**config.mk**
```make
export PLATFORM = sky130hd
export DESIGN_NAME = crt_row_fetch_buffer
export DESIGN_NICKNAME = d
export VERILOG_FILES = /design/src/rtl/crt_row_fetch_buffer.sv
export SDC_FILE = /design/constraint.sdc
export NUM_CORES = 1
export LEC_CHECK = 0
export CAP_MARGIN = 20
export CORE_MARGIN = 8
export CORE_UTILIZATION = 55
export DETAILED_ROUTE_END_ITERATION = 8
export DONT_BUFFER_PORTS = 1
export GPL_TIMING_DRIVEN = 0
export HOLD_SLACK_MARGIN = 0.05
export PLACE_DENSITY = 0.67
export SYNTH_ARGS = -nofsm -noshare
export SYNTH_HDL_FRONTEND = slang
export SYNTH_SLANG_ARGS = --single-unit
export TNS_END_PERCENT = 5
```
**constraint.sdc**
```tcl
create_clock -name clk -period 6.15 [get_ports clk]
set_clock_uncertainty 0.1 [all_clocks]
set_input_delay 1.5375 -clock clk [delete_from_list [all_inputs] [get_ports clk]]
set_output_delay 1.5375 -clock clk [all_outputs]
set_load 0.03 [all_outputs]
```
**src/rtl/crt_row_fetch_buffer.sv**
```systemverilog
// Double-buffered character row fed by DMA channel 2 write cycles.
// One bank fills from the DMA stream in bursts while the other is served to video scan by column.
module crt_row_fetch_buffer #(
  parameter int COLS  = 80,
  parameter int BURST = 8,
  parameter int GAP   = 16
) (
  input  logic       clk,
  input  logic       reset,
  input  logic       enable,
  input  logic       frame_start,
  input  logic       row_start,
  output logic       drq,
  input  logic       dack,
  input  logic       iowe_n,
  input  logic [7:0] idata,
  input  logic [6:0] col,
  output logic [7:0] char_out,
  output logic       row_ready,
  output logic       underrun,
  output logic       overrun
);

  localparam int TW = $clog2(GAP + 1);
  localparam int AW = (COLS > 1) ? $clog2(2 * COLS) : 1;
  localparam logic [7:0]    COLS_W  = 8'(COLS);
  localparam logic [7:0]    BURST_W = 8'(BURST);
  localparam logic [TW-1:0] GAP_W   = TW'(GAP);

  typedef enum logic [1:0] {S_IDLE, S_REQ, S_GAP, S_FULL} state_e;

  state_e        state_q, state_d;
  logic          fill_bank_q, fill_bank_d;
  logic [7:0]    wr_ptr_q, wr_ptr_d;
  logic [7:0]    burst_cnt_q, burst_cnt_d;
  logic [TW-1:0] gap_q, gap_d;
  logic          taken_q, taken_d;
  logic          underrun_q, underrun_d;
  logic          overrun_q, overrun_d;
  logic          drq_q, row_ready_q;
  logic [7:0]    char_q;

  logic          accept, swap, full, wr_en;
  logic [AW-1:0] waddr, raddr;
  logic [7:0]    mem [2*COLS];

  always_comb begin
    accept      = dack && !iowe_n && !taken_q;
    swap        = row_start && !frame_start && (state_q != S_IDLE);
    full        = (wr_ptr_q == COLS_W);
    wr_en       = accept && !frame_start && !swap && !full;
    state_d     = state_q;
    fill_bank_d = fill_bank_q;
    wr_ptr_d    = wr_ptr_q;
    burst_cnt_d = burst_cnt_q;
    gap_d       = gap_q;
    underrun_d  = underrun_q;
    overrun_d   = overrun_q;
    // One write per DACK pulse: re-arm only once DACK drops.
    taken_d     = dack ? (taken_q | accept) : 1'b0;

    if (wr_en) begin
      wr_ptr_d    = wr_ptr_q + 8'd1;
      burst_cnt_d = burst_cnt_q + 8'd1;
    end
    if (accept && !frame_start && !swap && full) overrun_d = 1'b1;

    case (state_q)
      S_REQ: begin
        if (wr_ptr_d == COLS_W) begin
          state_d = S_FULL;
        end else if (burst_cnt_d >= BURST_W) begin
          state_d     = S_GAP;
          burst_cnt_d = 8'd0;
          gap_d       = GAP_W;
        end
      end
      S_GAP: begin
        gap_d = gap_q - TW'(1);
        if (gap_q <= TW'(1)) state_d = S_REQ;
      end
      default: ;
    endcase

    // Swap regardless of fill level; an unfilled tail shows stale bytes.
    if (swap) begin
      fill_bank_d = ~fill_bank_q;
      wr_ptr_d    = 8'd0;
      burst_cnt_d = 8'd0;
      state_d     = S_REQ;
      if (!full) underrun_d = 1'b1;
    end
    if (frame_start) begin
      wr_ptr_d    = 8'd0;
      burst_cnt_d = 8'd0;
      underrun_d  = 1'b0;
      overrun_d   = 1'b0;
      state_d     = S_REQ;
    end
    if (!enable) state_d = S_IDLE;
  end

  always_ff @(posedge clk or posedge reset) begin
    if (reset) begin
      state_q     <= S_IDLE;
      fill_bank_q <= 1'b0;
      wr_ptr_q    <= 8'd0;
      burst_cnt_q <= 8'd0;
      gap_q       <= '0;
      taken_q     <= 1'b0;
      underrun_q  <= 1'b0;
      overrun_q   <= 1'b0;
      drq_q       <= 1'b0;
      row_ready_q <= 1'b0;
      char_q      <= 8'h00;
    end else begin
      state_q     <= state_d;
      fill_bank_q <= fill_bank_d;
      wr_ptr_q    <= wr_ptr_d;
      burst_cnt_q <= burst_cnt_d;
      gap_q       <= gap_d;
      taken_q     <= taken_d;
      underrun_q  <= underrun_d;
      overrun_q   <= overrun_d;
      drq_q       <= (state_d == S_REQ);
      row_ready_q <= (state_d == S_FULL);
      char_q      <= ({1'b0, col} < COLS_W) ? mem[raddr] : 8'h00;
    end
  end

  // Bank b occupies mem[b*COLS +: COLS].
  assign waddr = fill_bank_q ? AW'(COLS_W + wr_ptr_q) : AW'(wr_ptr_q);
  assign raddr = fill_bank_q ? AW'({1'b0, col}) : AW'(COLS_W + {1'b0, col});

  always_ff @(posedge clk) begin
    if (wr_en) mem[waddr] <= idata;
  end

  assign drq       = drq_q;
  assign row_ready = row_ready_q;
  assign underrun  = underrun_q;
  assign overrun   = overrun_q;
  assign char_out  = char_q;

endmodule

```
-- Word level (Yosys, flattened, before mapping)
Memory sizes are Yosys's and may differ from the RTL's.
Index checks and enable logic that the tools add are counted.
- reductions and logical operators: 19
- $add $sub $neg: 5
- mux-type cells: 30
- magnitude comparators: 3
- eq/ne operators: 9
- bitwise operators: 2
- operator list (cell ; count):
    $mux 8 ; 12
    $add 8x1->8 const B ; 2
    $eq 8x7->1 const B ; 2
    $mux 2 ; 6
    $mux 5 ; 2
    $pmux 5 s2 ; 1
    $add 7x7->8 const A ; 1
    $add 7x8->8 const A ; 1
    $ge 8x4->1 const B ; 1
    $logic_and 1x1->1 ; 8
    $mux 1 ; 8
    $reduce_bool 2->1 ; 4
    $lt 7x7->1 const B ; 1
    $ne 2x2->1 const B ; 3
    $le 5x1->1 const B ; 1
    $logic_not 1->1 ; 5
    $sub 5x1->5 const B ; 1
    $eq 2x1->1 const B ; 2
    $eq 2x2->1 const B ; 2
    $pmux 2 s2 ; 1
    $reduce_and 3->1 ; 1
    $reduce_and 2->1 ; 1
    $not 1->1 ; 1
    $or 1x1->1 ; 1
- RAM bits: 1280
- logic and storage cells: 80
- output and inout bits: 12
- memories kept: 1
- register bits: 37
- memories (name ; depth ; width ; read ports ; clocked after memory_dff ; wr ports ; line ; source):
    mem ; 160 ; 8 ; 1 ; 0 ; 1 ; 45 ; logic [7:0] mem [2*COLS];

-- Logic depth before layout (Yosys ltp)
Gate-level depths: netlist (run 1).
- word-level depth: 15
- gate-level depth with buffers: 10
- gate-level depth less buffers: 9

-- Worst setup path after synthesis (run 1)
Ideal clock, no wire load.
- kind: in2reg
- start point: input port col[1]
- end point: register char_q[5], in the netlist char_out[5]
- path buffers: 5
- library setup time: 0.147 ns
- slack: 2.341 ns
- stages: 9
- data arrival time: 3.562 ns
- required time: 5.903 ns
- cells stage by stage: buf_2 -> buf_2 -> buf_4 -> buf_2 -> buf_1 -> mux4_2 -> mux4_2 -> a21oi_1 -> a31oi_1
- longest elaborated chain between the ends: 4
- elaborated cells on any way between the ends: 5
- RTL lines (item ; line ; source):
    start, declared ; 17 ; input logic [6:0] col,
    $add 7x7->8 ; 133 ; assign raddr = fill_bank_q ? AW'({1'b0, col}) : AW'(COLS_W + {1'b0, col});
    $mux 8 ; 133 ;
    $mem_v2 160x8 ; - ;
    $mux 8 * ; 127 ; char_q <= ({1'b0, col} < COLS_W) ? mem[raddr] : 8'h00;
    end signal, assigned ; 127 ;
    end, declared ; 41 ; logic [7:0] char_q;
Mark *: on every way between the ends. The rest lies on a longest branch, timed or not.
A chain may end at the register's enable or synchronous reset.

-- Worst setup path in the final report (run 1)
- start point: input port col[1]
- end point: register char_q[2], in the netlist char_out[2]
The elaborated chain is that of the path after synthesis.

==> run_results.csv, run 1 <==
group,metric,value,unit
placement,dp_hpwl,77.3,mm
final_layout,nNetsFinal,2504,
route,routed_wl,123,mm
route,drtIter0Drc,3016,
clock_network,cts_hold_buf,0,
worst_setup_path,cp_slowest_cell,"clkbuf_1",
synth,syn_area,51700,sq um
floorplanning,die_y,323,um
sta,fin_crit_sh,0.755,
run_status,status,"finished clean",
grt,grt_max_degree,161,
floorplanning,core_area,93300,sq um
synth,yosysTopAreaCell,"edfxtp_1",
clock_network,cts_buffer_depth,3,
route,drc,0,
floorplanning,die_area,104000,sq um
worst_setup_path,crit_top_cell,"buf_2",
sta,rsz0062_at_grt,"no",
final_layout,final_cell_area,57700,sq um
synth,synth.avg_cell_area,22.3,sq um
worst_setup_path,crit_fanout,10,
placement,dp_cells,3585,
sta,period_minus_slack,4.64,ns
final_layout,final_layout_size_suffix_gt1_frac,0.254,
worst_hold_path,hp-class,"reg -> reg",
worst_setup_path,critPathMaxStageDelay,0.82,ns
placement,post_dp_cell_area,53500,sq um
grt,antenna_found_initial,7,
sta,slew_headroom,0.169,
worst_setup_path,crit_path_cell_trace,"buf_2 -> buf_2 -> buf_4 -> clkbuf_1 -> mux4_1 -> mux4_2 -> mux2i_1 -> nor2_1 -> a21oi_1 -> a31oi_1",
synth,async_reset_ff_frac,0.0281,
synth,ys_seq_area_frac,0.761,
pwr,ir_drop,0.266,mV
synth,synth_ff_type,"edfxtp_1",
final_layout,final_common_cell,"edfxtp_1",
sta,maxSlewViolCount,0,
clock_network,cts.root.buffer_cell,"clkbuf_16",
route,wl_per_cell,32.1,um
placement,place_congestion,0.877,
route,ant_nets,0,
synth,ys_ff_latch,1317,
worst_setup_path,worstSetupStartpointType,"input pin",
grt,grt_usage,0.239,
grt,first_global_vias,25500,
job,cap_violations,0,
sta,clock.fmax,0.215,GHz
pwr,p_leak,17.9,nW
clock_network,clock_latency,0.74,ns
clock_network,cts_tree,"yes",
final_layout,mostFrequentLayoutCells,"edfxtp_1 (1280), mux4_2 (393), nor2_1 (208)",
grt,gr-total-overflow,0,
final_layout,final_core_util,0.618,
route,via_count,24800,
route,vias_per_cell,6.48,
floorplanning,start_util,0.554,
clock_network,post_cts_buffers,0,
worst_setup_path,end_kind,"register",
clock_network,clkTransAtPathRegs,0.05,ns
pwr,p_per_area,333,nW/um^2
worst_setup_path,arrival,5.02,ns
synth,yosysWarnings,0,
grt,grt_pass1_wl,179,mm
sta,whs,0.448,ns
final_layout,final_cells,3824,
floorplanning,die_x,323,um
synth,syn-num-nets,2358,
synth,synth_top_area_share,0.743,
worst_setup_path,worstPathRequired,6.53,ns
clock_network,cts_buffers,135,
final_layout,area.growth.synth_to_final,11.6,%
sta,tns,0,ns
synth,synth_edf_count,1280,
synth,synth.area.top_cells,"edfxtp_1 (74%), mux4_2 (17%), dfrtp_1 (1.8%)",
sta,finalHoldViolations,0,
clock_network,post_cts_resize_count,0,
floorplanning,num_io_pins,34,
sta,tightest_slew,1.24,ns
clock_network,clock-sinks,1317,
clock_network,htree_num_levels,4,
placement,numPortBuffers,0,
worst_setup_path,path_class,"in -> reg",
synth,synthesis.instances,2323,
floorplanning,rows,112,
sta,setup_viol,0,
synth,yosys.cell_types.count,64,
route,drtPass1Iterations,7,
-- final timing paths --
path	from	endpoint	slack (ns)	depth (start not counted)
max	col[1]	char_out[2]$_DFF_PP0_	1.51	10
min	gap_q[3]$_DFFE_PP0P_	gap_q[3]$_DFFE_PP0P_	0.45	1
max reg2reg	wr_ptr_q[0]$_DFF_PP0_	mem[50][4]$_DFFE_PP_	2.07	10
min reg2reg	gap_q[3]$_DFFE_PP0P_	gap_q[3]$_DFFE_PP0P_	0.45	1
max in group asynchronous	reset	char_out[7]$_DFF_PP0_	4.92	2
min in group asynchronous	reset	underrun$_DFFE_PP0P_	0.54	1
-- kinds of logic after synthesis --
kind of cell / after synthesis / share of synthesized area
fa+ha+maj: 13 / 0.00315
flops: 1317 / 0.761
buf+inv: 134 / 0.0151
simple gates: 339 / 0.0285
mux: 410 / 0.177
compound gates: 91 / 0.0120
xor+xnor: 19 / 0.00351
-- sequential cells by signal (all words and copies together), names as in the netlist --
signal / flops
wr_ptr_q: 8
gap_q: 5
burst_cnt_q: 8
char_out: 8
overrun: 1
underrun: 1
mem: 1280
fill_bank_q: 1
state_q: 2
drq: 1
row_ready: 1
taken_q: 1
-- per-layer routing --
metal,share of wire,vias to the layer above,track usage
met5,0.00025,-,0
met4,0.034,4,0.0847
met3,0.090,235,0.0604
met2,0.49,1256,0.386
met1,0.39,13200,0.320
li1,-,10100,-
-- synthesized netlist by cell type, drive strengths merged, types with 7 or more instances --
cell type  instances
o22ai             18
nand3             17
edfxtp          1280
o21ai             18
or4                8
ha                13
mux4             400
nand2             56
a21oi             12
inv               15
clkbuf            45
nor2             209
xnor2             12
a31oi              9
buf               74
dfrtp             37
nand2b             7
xor2               7
mux2i             10
-- where the power goes --
part	total, mW	internal, mW	leakage, nW	switching (mW)
Combinational	1.46	0.580	3.89	0.875
Sequential	9.98	9.89	12.0	0.0921
Clock	7.81	4.51	2.04	3.30
-- stage by stage --
step	worst slack [ns]	total power, mW
after floorplan	2.34	11.1
after global placement	0.844	11.6
after detailed placement	0.872	11.6
after CTS	1.63	19.3
after global routing	1.49	19.7
final	1.51	19.2
-- critical path: cells and delay by family --
kind / cells / cell delay (ns)
mux: 3 / 1.35
simple gates: 1 / 0.08
buf+inv: 4 / 1.65
compound gates: 2 / 0.36
-- final cells by class --
class / instances / area [sq um]
sequential: 1317 / 39400
clock buffer: 179 / 3690
tap: 1254 / 1570
inverter: 15 / 56.3
timing repair buffer: 9 / 228
multi-input combinational: 872 / 11600
fill: 6344 / 35600
antenna: 2 / 5.00
clock inverter: 57 / 498
buffer: 119 / 726
(Power assumes the default switching activity.)
==> inputs of run 2 (changes only) <==
==> constraint.sdc (replaced) <==
create_clock -name clk -period 4.77 [get_ports clk]
set_clock_uncertainty 0.1 [all_clocks]
set_input_delay 1.1925 -clock clk [delete_from_list [all_inputs] [get_ports clk]]
set_output_delay 1.1925 -clock clk [all_outputs]
set_load 0.03 [all_outputs]
==> results of run 2 <==
The final DEF is identical to that of run 1. Status: finished clean.
Main changes from that run: setup slack after placement 0.872 ns -> -0.163 ns; clock-pin slew on the worst setup and hold paths 0.05 ns -> 0.06 ns; setup slack after layout 1.51 ns -> 0.472 ns; hold slack 0.448 ns -> 0.200 ns; register-to-register setup slack 2.07 ns -> 0.69 ns; total power 19.2 mW -> 24.8 mW; worst IR drop on VDD 0.266 mV -> 0.343 mV
